### src/rtl/autosa_cmac_reg_ctrl_pkg.sv
// Shared types for the CMAC ping-pong launch controller: group status codes, FSM encoding, status decode.
package autosa_cmac_pkg;

  localparam logic [1:0] ST_IDLE    = 2'd0;
  localparam logic [1:0] ST_RUNNING = 2'd1;
  localparam logic [1:0] ST_PENDING = 2'd2;

  typedef logic [1:0] fsm_state_t;

  localparam fsm_state_t S_IDLE   = 2'd0;
  localparam fsm_state_t S_LAUNCH = 2'd1;
  localparam fsm_state_t S_RUN    = 2'd2;
  localparam fsm_state_t S_DONE   = 2'd3;

  // A group counts as RUNNING from launch until the cycle it retires.
  function automatic logic [1:0] grp_status(input logic en, input logic owned, input fsm_state_t st);
    if (!en) return ST_IDLE;
    if (owned && (st != S_IDLE)) return ST_RUNNING;
    return ST_PENDING;
  endfunction

endpackage

### src/rtl/autosa_cmac_reg_ctrl_if.sv
// CSR-side and datapath-side signals of the launch controller; slave = controller, master = CSR blocks/datapath.
interface autosa_cmac_reg_ctrl_if #(parameter int CNT_W = 32);
  logic             producer;
  logic             op_en_wr;
  logic             op_en_wr_data;
  logic             dp2reg_done;
  logic             consumer;
  logic [1:0]       status_0;
  logic [1:0]       status_1;
  logic             op_en_0;
  logic             op_en_1;
  logic             dual_wr_allow;
  logic             reg2dp_op_en;
  logic             reg2dp_group;
  logic             intr_done;
  logic             intr_group;
  logic [CNT_W-1:0] last_run_cycles;
  logic             err_spurious_done;

  modport master (
    output producer, op_en_wr, op_en_wr_data, dp2reg_done,
    input  consumer, status_0, status_1, op_en_0, op_en_1, dual_wr_allow,
           reg2dp_op_en, reg2dp_group, intr_done, intr_group, last_run_cycles, err_spurious_done
  );

  modport slave (
    input  producer, op_en_wr, op_en_wr_data, dp2reg_done,
    output consumer, status_0, status_1, op_en_0, op_en_1, dual_wr_allow,
           reg2dp_op_en, reg2dp_group, intr_done, intr_group, last_run_cycles, err_spurious_done
  );
endinterface

### src/rtl/autosa_cmac_run_counter.sv
// Saturating RUN-cycle counter; capture latches count+1 (covering the capturing cycle) and restarts from 0.
module autosa_cmac_run_counter #(
  parameter int CNT_W = 32
) (
  input  logic             autosa_core_clk,
  input  logic             autosa_core_rstn,
  input  logic             inc,
  input  logic             clr,
  input  logic             cap,
  output logic [CNT_W-1:0] last
);

  logic [CNT_W-1:0] cnt;
  logic [CNT_W-1:0] cnt_inc;

  assign cnt_inc = (&cnt) ? cnt : cnt + 1'b1;

  always_ff @(posedge autosa_core_clk or negedge autosa_core_rstn) begin
    if (!autosa_core_rstn) begin
      cnt  <= '0;
      last <= '0;
    end else begin
      if (cap) last <= cnt_inc;
      if (cap || clr) cnt <= '0;
      else if (inc)   cnt <= cnt_inc;
    end
  end

endmodule

### src/rtl/autosa_cmac_reg_ctrl.sv
// Ping-pong layer launcher: op_en rises LAUNCH_DLY cycles after a group is taken, retires on dp2reg_done.
// No backpressure; op_en writes aimed at the hardware-owned group are dropped silently.
module autosa_cmac_reg_ctrl
  import autosa_cmac_pkg::*;
#(
  parameter int LAUNCH_DLY = 3,
  parameter int CNT_W      = 32
) (
  input  logic                   autosa_core_clk,
  input  logic                   autosa_core_rstn,
  autosa_cmac_reg_ctrl_if.slave  bus
);

  localparam logic [3:0] DLY_INIT = 4'(LAUNCH_DLY - 1);

  fsm_state_t state;
  logic [3:0] dly_cnt;
  logic [1:0] op_en;
  logic [1:0] op_en_nxt;
  logic       consumer;
  logic       err_spurious;
  logic       wr_ok;

  assign wr_ok = bus.op_en_wr && !((state != S_IDLE) && (consumer == bus.producer));

  // Retire clear is applied last so it beats a same-cycle write to the same group.
  always_comb begin
    op_en_nxt = op_en;
    if (wr_ok) op_en_nxt[bus.producer] = bus.op_en_wr_data;
    if (state == S_DONE) op_en_nxt[consumer] = 1'b0;
  end

  always_ff @(posedge autosa_core_clk or negedge autosa_core_rstn) begin
    if (!autosa_core_rstn) begin
      state        <= S_IDLE;
      dly_cnt      <= '0;
      op_en        <= '0;
      consumer     <= 1'b0;
      err_spurious <= 1'b0;
    end else begin
      op_en <= op_en_nxt;
      case (state)
        S_IDLE: begin
          if (op_en[consumer]) begin
            state   <= S_LAUNCH;
            dly_cnt <= DLY_INIT;
          end
        end
        S_LAUNCH: begin
          if (dly_cnt == 4'd0) state <= S_RUN;
          else                 dly_cnt <= dly_cnt - 4'd1;
        end
        S_RUN: begin
          if (bus.dp2reg_done) state <= S_DONE;
        end
        default: begin
          state    <= S_IDLE;
          consumer <= ~consumer;
        end
      endcase
      if (bus.dp2reg_done && (state != S_RUN)) err_spurious <= 1'b1;
    end
  end

  autosa_cmac_run_counter #(.CNT_W(CNT_W)) u_run_counter (
    .autosa_core_clk  (autosa_core_clk),
    .autosa_core_rstn (autosa_core_rstn),
    .inc              (state == S_RUN),
    .clr              (state == S_DONE),
    .cap              ((state == S_RUN) && bus.dp2reg_done),
    .last             (bus.last_run_cycles)
  );

  assign bus.consumer          = consumer;
  assign bus.reg2dp_group      = consumer;
  assign bus.reg2dp_op_en      = (state == S_RUN);
  assign bus.intr_done         = (state == S_DONE);
  assign bus.intr_group        = consumer;
  assign bus.op_en_0           = op_en[0];
  assign bus.op_en_1           = op_en[1];
  assign bus.status_0          = grp_status(op_en[0], ~consumer, state);
  assign bus.status_1          = grp_status(op_en[1], consumer, state);
  assign bus.dual_wr_allow     = ~op_en[bus.producer];
  assign bus.err_spurious_done = err_spurious;

endmodule

### src/flat_wrapper.sv
// flat-port wrapper written by rule: the top's interface ports become plain ports
module autosa_cmac_reg_ctrl_flat import autosa_cmac_pkg::*;
#(
  parameter int LAUNCH_DLY = 3,
  parameter int CNT_W      = 32
)
  (autosa_core_clk, autosa_core_rstn, bus_producer, bus_op_en_wr, bus_op_en_wr_data, bus_dp2reg_done, bus_consumer, bus_status_0, bus_status_1, bus_op_en_0, bus_op_en_1, bus_dual_wr_allow, bus_reg2dp_op_en, bus_reg2dp_group, bus_intr_done, bus_intr_group, bus_last_run_cycles, bus_err_spurious_done);
  autosa_cmac_reg_ctrl_if #(.CNT_W(CNT_W)) bus_i ();
  input  logic autosa_core_clk;
  input  logic autosa_core_rstn;
  input wire logic [$bits(bus_i.producer)-1:0] bus_producer;
  input wire logic [$bits(bus_i.op_en_wr)-1:0] bus_op_en_wr;
  input wire logic [$bits(bus_i.op_en_wr_data)-1:0] bus_op_en_wr_data;
  input wire logic [$bits(bus_i.dp2reg_done)-1:0] bus_dp2reg_done;
  output wire logic [$bits(bus_i.consumer)-1:0] bus_consumer;
  output wire logic [$bits(bus_i.status_0)-1:0] bus_status_0;
  output wire logic [$bits(bus_i.status_1)-1:0] bus_status_1;
  output wire logic [$bits(bus_i.op_en_0)-1:0] bus_op_en_0;
  output wire logic [$bits(bus_i.op_en_1)-1:0] bus_op_en_1;
  output wire logic [$bits(bus_i.dual_wr_allow)-1:0] bus_dual_wr_allow;
  output wire logic [$bits(bus_i.reg2dp_op_en)-1:0] bus_reg2dp_op_en;
  output wire logic [$bits(bus_i.reg2dp_group)-1:0] bus_reg2dp_group;
  output wire logic [$bits(bus_i.intr_done)-1:0] bus_intr_done;
  output wire logic [$bits(bus_i.intr_group)-1:0] bus_intr_group;
  output wire logic [$bits(bus_i.last_run_cycles)-1:0] bus_last_run_cycles;
  output wire logic [$bits(bus_i.err_spurious_done)-1:0] bus_err_spurious_done;
  assign bus_i.producer = bus_producer;
  assign bus_i.op_en_wr = bus_op_en_wr;
  assign bus_i.op_en_wr_data = bus_op_en_wr_data;
  assign bus_i.dp2reg_done = bus_dp2reg_done;
  assign bus_consumer = bus_i.consumer;
  assign bus_status_0 = bus_i.status_0;
  assign bus_status_1 = bus_i.status_1;
  assign bus_op_en_0 = bus_i.op_en_0;
  assign bus_op_en_1 = bus_i.op_en_1;
  assign bus_dual_wr_allow = bus_i.dual_wr_allow;
  assign bus_reg2dp_op_en = bus_i.reg2dp_op_en;
  assign bus_reg2dp_group = bus_i.reg2dp_group;
  assign bus_intr_done = bus_i.intr_done;
  assign bus_intr_group = bus_i.intr_group;
  assign bus_last_run_cycles = bus_i.last_run_cycles;
  assign bus_err_spurious_done = bus_i.err_spurious_done;
  autosa_cmac_reg_ctrl #(.LAUNCH_DLY(LAUNCH_DLY), .CNT_W(CNT_W)) u_core (.autosa_core_clk(autosa_core_clk), .autosa_core_rstn(autosa_core_rstn), .bus(bus_i));
endmodule
### config.mk
export PLATFORM = sky130hd
export DESIGN_NAME = autosa_cmac_reg_ctrl_flat
export DESIGN_NICKNAME = d
export VERILOG_FILES = /design/src/rtl/autosa_cmac_reg_ctrl_pkg.sv /design/src/rtl/autosa_cmac_reg_ctrl_if.sv /design/src/rtl/autosa_cmac_run_counter.sv /design/src/rtl/autosa_cmac_reg_ctrl.sv /design/src/flat_wrapper.sv
export SDC_FILE = /design/constraint.sdc
export NUM_CORES = 1
export LEC_CHECK = 0
export ABC_AREA = 1
export CORE_ASPECT_RATIO = 0.8
export CORE_UTILIZATION = 45
export CTS_CLUSTER_DIAMETER = 100
export DETAILED_ROUTE_END_ITERATION = 8
export GPL_TIMING_DRIVEN = 0
export PLACE_DENSITY = 0.68
export SYNTH_ARGS = -nofsm -noshare
export SYNTH_HDL_FRONTEND = slang
export SYNTH_SLANG_ARGS = --single-unit
export TNS_END_PERCENT = 10
### constraint.sdc
create_clock -name autosa_core_clk -period 1.65 [get_ports autosa_core_clk]
set_input_delay 0.495 -clock autosa_core_clk [delete_from_list [all_inputs] [get_ports autosa_core_clk]]
set_output_delay 0.495 -clock autosa_core_clk [all_outputs]
set_load 0.005 [all_outputs]
==> results.rst <==
.. list-table::
   :header-rows: 1

   * - Metric
     - Value
   * - Status
     - complete, but fails checks
   * - Violated checks
     - setup timing
   * - Post-Route Hold Slack
     - 0.0812 ns
   * - Seq/Total Area, Yosys
     - about 43%
   * - Synthesis Warnings
     - 0
   * - Dominant combinational cell family by area after synthesis
     - simple AND/OR/NAND/NOR gates
   * - Ratio of final minimum period to clock period
     - 111%
   * - Area of the die
     - 9870 um2
   * - Crit path largest cell delay
     - 0.40 ns
   * - Relative slew slack
     - 68.4%
   * - Global placer's final weighted congestion
     - 0.931
   * - Post-layout net count
     - 712
   * - Xor and xnor area share after synthesis
     - less than 1%
   * - Total clock sinks
     - 74
   * - Proportion of power drawn by the clock network
     - a little under a third
   * - Combinational fraction of design power
     - 38.2%
   * - H-tree levels
     - 3
   * - Slack of the worst reg-to-reg path
     - -0.05 ns
   * - Number of hold violations in the final report
     - 0
   * - Std cell rows
     - 31
   * - Total DRC errors in the routed layout
     - 0
   * - Multiplexer area fraction after synthesis
     - 0%
   * - Worst Tran Pin Value
     - 0.474 ns
   * - Worst Setup Start Kind
     - flop
   * - Final setup violation count
     - 26
   * - Maximum Capacitance Violations
     - 0
   * - Initial DRT Pass Iterations
     - 5
   * - Number of antenna violations at the first check in global routing
     - 0
   * - Number of distinct standard cells referenced by the synthesized netlist
     - 31
   * - CTS clock-pin slew for the worst setup and hold paths
     - about 0.06 ns
   * - Number of flops mapped to enable cells by yosys
     - 0
   * - Post-synthesis adder-cell area fraction
     - 2.35%
   * - Total Wirelength
     - 12.4 mm
   * - Total routing resource utilization after global routing
     - 25.2%
   * - Slowest library cell on the worst path
     - sky130_fd_sc_hd__dfrtp_1
   * - Proportion of layout cells with a drive suffix above 1
     - 22.5%
   * - Worst setup path class
     - flop to output port
   * - DIE HEIGHT
     - ~89 um
   * - Critical-path cell list
     - inv_2, ha_4, buf_6, inv_4, a21oi_2, buf_2
   * - Total CTS buffers
     - 9
   * - Endpoint kind of the worst setup timing path
     - output port
   * - Fraction of the mapped netlist area in simple logic gates
     - around 42%
   * - Reported net switching power
     - between 0.002 and 0.0025 W
   * - Syn Std Cell Area
     - 4260 um2
   * - Setup Total Neg Slack
     - -1.22 ns
   * - Maximum ir drop on the vdd rail
     - 0.918 mV
   * - Clock latency at the later pin of the worst-skew pair
     - 0.34 ns
   * - Via count of the routed design
     - 4220
   * - Via count of the first global-routing pass
     - 3890
   * - Highest attainable clock frequency
     - 545 MHz
   * - Critical path arrival
     - 1.34 ns
   * - Port Buffer Count
     - 50
   * - Number of top-level pins
     - 51
   * - Setup repair after global routing missed its margin
     - yes
   * - Detailed-placement wirelength estimate
     - 8.53 mm
   * - Initial core utilization
     - 46.8%
   * - WP data required
     - 1.15 ns
   * - Hold buffer count at CTS
     - 0
   * - DIE WIDTH
     - 111 um
   * - Net Count, Synth
     - 611
   * - TritonCTS clock tree
     - yes
   * - Number of design-rule violations left by the first detailed-router iteration
     - around 300
   * - Cell Pwr Density
     - 1150 nW/um2
   * - Residual overflow from global routing
     - 0
   * - Post-synth top flop
     - sky130_fd_sc_hd__dfrtp_1
   * - Min-delay worst type
     - primary input to async pin
   * - Antenna viol nets, final
     - 0
   * - Root buffer cell
     - sky130_fd_sc_hd__clkbuf_16
   * - Shortest clock period the worst path allows after layout
     - 1.83 ns
   * - Placeable core region
     - 9110 um2
   * - Asr flop ratio synth
     - 100%
   * - Internal
     - ~0.0043 W
   * - Post-route clock skew
     - 0.00682 ns
   * - Fin worst setup slack
     - -0.185 ns
   * - Buffers from clock root to sink, at most
     - 2
   * - Yosys reg bits
     - 74
   * - CP Max Fanout
     - 3
   * - Number of max-slew violations in the final report
     - 0
   * - Fraction of the mapped netlist area in compound gates
     - 4.70%
   * - Maximum number of pins on one net before global-route repair
     - 47
   * - Via count normalized by instance count
     - 5.17
   * - Routed length per placed instance
     - 15.2 um
   * - Sequential Power Share
     - 31.7%
   * - Avg Cell Area, Syn
     - 7.14 um2
   * - Leakage power total
     - 3.08 nW
   * - Gate count after technology mapping
     - 597
   * - Global-route wire length before repair
     - about 19 mm
   * - Sw frac
     - 34.5%
   * - Area growth from synthesis to layout
     - 35.0%
   * - ANT cells
     - 0
-- routing by layer --
metal / wire length [um] / track usage, % / share of wire (%) / vias up
met4: 312 / 8.12 / 2.5 / 0
li1: - / - / - / 2060
met5: 0 / 0 / 0 / -
met1: 5570 / 33.7 / 45 / 1978
met3: 812 / 4.75 / 6.6 / 25
met2: 5700 / 42.1 / 46 / 157
-- stage by stage --
step | total power, W | setup WS, ns | cells | instance area [um2] | util [%]
after detailed placement | 0.00390 | -0.657 | 763 | 4930 | 54.1
final | 0.00663 | -0.185 | 817 | 5760 | 63.1
after global routing | 0.00696 | -0.229 | 817 | 5760 | 63.1
after global placement | 0.00384 | -2.53 | 762 | 4910 | 53.9
after CTS | 0.00635 | -0.221 | 798 | 5460 | 59.9
after floorplan | 0.00311 | -0.0366 | 597 | 4260 | -
-- worst max-delay path, delay by kind of cell, from the launching register on --
family	cells	cell delay (ns)
AO/OA/AOI/OAI	1	0.10
adder cells (fa/ha/maj)	1	0.15
buffers and inverters	4	0.36
flip-flops	1	0.40
-- layout by cell type (no fill, tap or decap), drive strengths merged, types with 2 or more instances in the layout --
| cell type | n |
|---|---|
| nand3 | 55 |
| clkinv | 2 |
| a221oi | 2 |
| nor2 | 65 |
| nand2 | 285 |
| dlygate4sd2 | 36 |
| clkbuf | 18 |
| a21oi | 2 |
| buf | 59 |
| clkdlybuf4s50 | 3 |
| ha | 8 |
| dfrtp | 74 |
| inv | 53 |
| o21ai | 29 |
-- worst paths after layout --
path,from,endpoint,cells past startpoint
min in group autosa_core_clk,u_core.u_run_counter.last[19],u_core.u_run_counter.last[19],2
max in group asynchronous,autosa_core_rstn,u_core.u_run_counter.cnt[25],2
worst max register to register,u_core.state[0],u_core.u_run_counter.cnt[24],10
worst max-delay path,u_core.state[1],bus_status_1[1],6
worst min-delay path,autosa_core_rstn,u_core.u_run_counter.last[10],1
worst min register to register,u_core.u_run_counter.last[19],u_core.u_run_counter.last[19],2
-- flip-flops by register name, summed over array words and instances (netlist names) --
register / cells
u_core.op_en: 2
u_core.bus.err_spurious_done: 1
u_core.u_run_counter.last: 32
u_core.dly_cnt: 4
u_core.u_run_counter.cnt: 32
u_core.bus.consumer: 1
u_core.state: 2
-- cell usage after synthesis (all sizes together) (2+ instances only) --
master | count | area [um2]
a21oi | 2 | 10.0
a221oi | 2 | 17.5
buf | 11 | 75.1
clkbuf | 5 | 18.8
dfrtp | 74 | 1850
ha | 8 | 100
inv | 53 | 199
nand2 | 285 | 1090
nand3 | 55 | 415
nor2 | 65 | 280
o21ai | 29 | 149
-- cell type report --
cell class                 count  area (um2)
buffer                        16         156
clock buffer                  11         253
clock inverter                 4        51.3
fill                         824        3360
inverter                      53         201
multi-input combinational    454        2320
sequential                    74        1860
tap                          115         144
timing repair buffer          90         773
-- power by group through the flow --
stage          clock network [W]  logic [W]  registers (W)
6_report                 0.00200    0.00253        0.00210
5_1_grt                  0.00211    0.00274        0.00211
4_1_cts                  0.00203    0.00223        0.00209
3_5_place_dp                   0    0.00174        0.00216
3_3_place_gp                   0    0.00169        0.00214
2_1_floorplan                  0   0.000984        0.00213
-- what timing repair did --
action                                  4_1_cts  5_1_grt
endpoints found under the setup margin      109       73
pin swaps                                    12        8
resized for setup                           114       46
cloned                                        0        2
buffers inserted                             20       17
-- cell families (layout without fill, tap and decap cells) --
logic type,count (synthesis),in the layout
fa+ha+maj,8,8
compound gates,36,36
simple gates,409,409
xor+xnor,1,1
flops,74,74
buf+inv,69,174
Note: power is estimated with default switching activity, not from simulation.
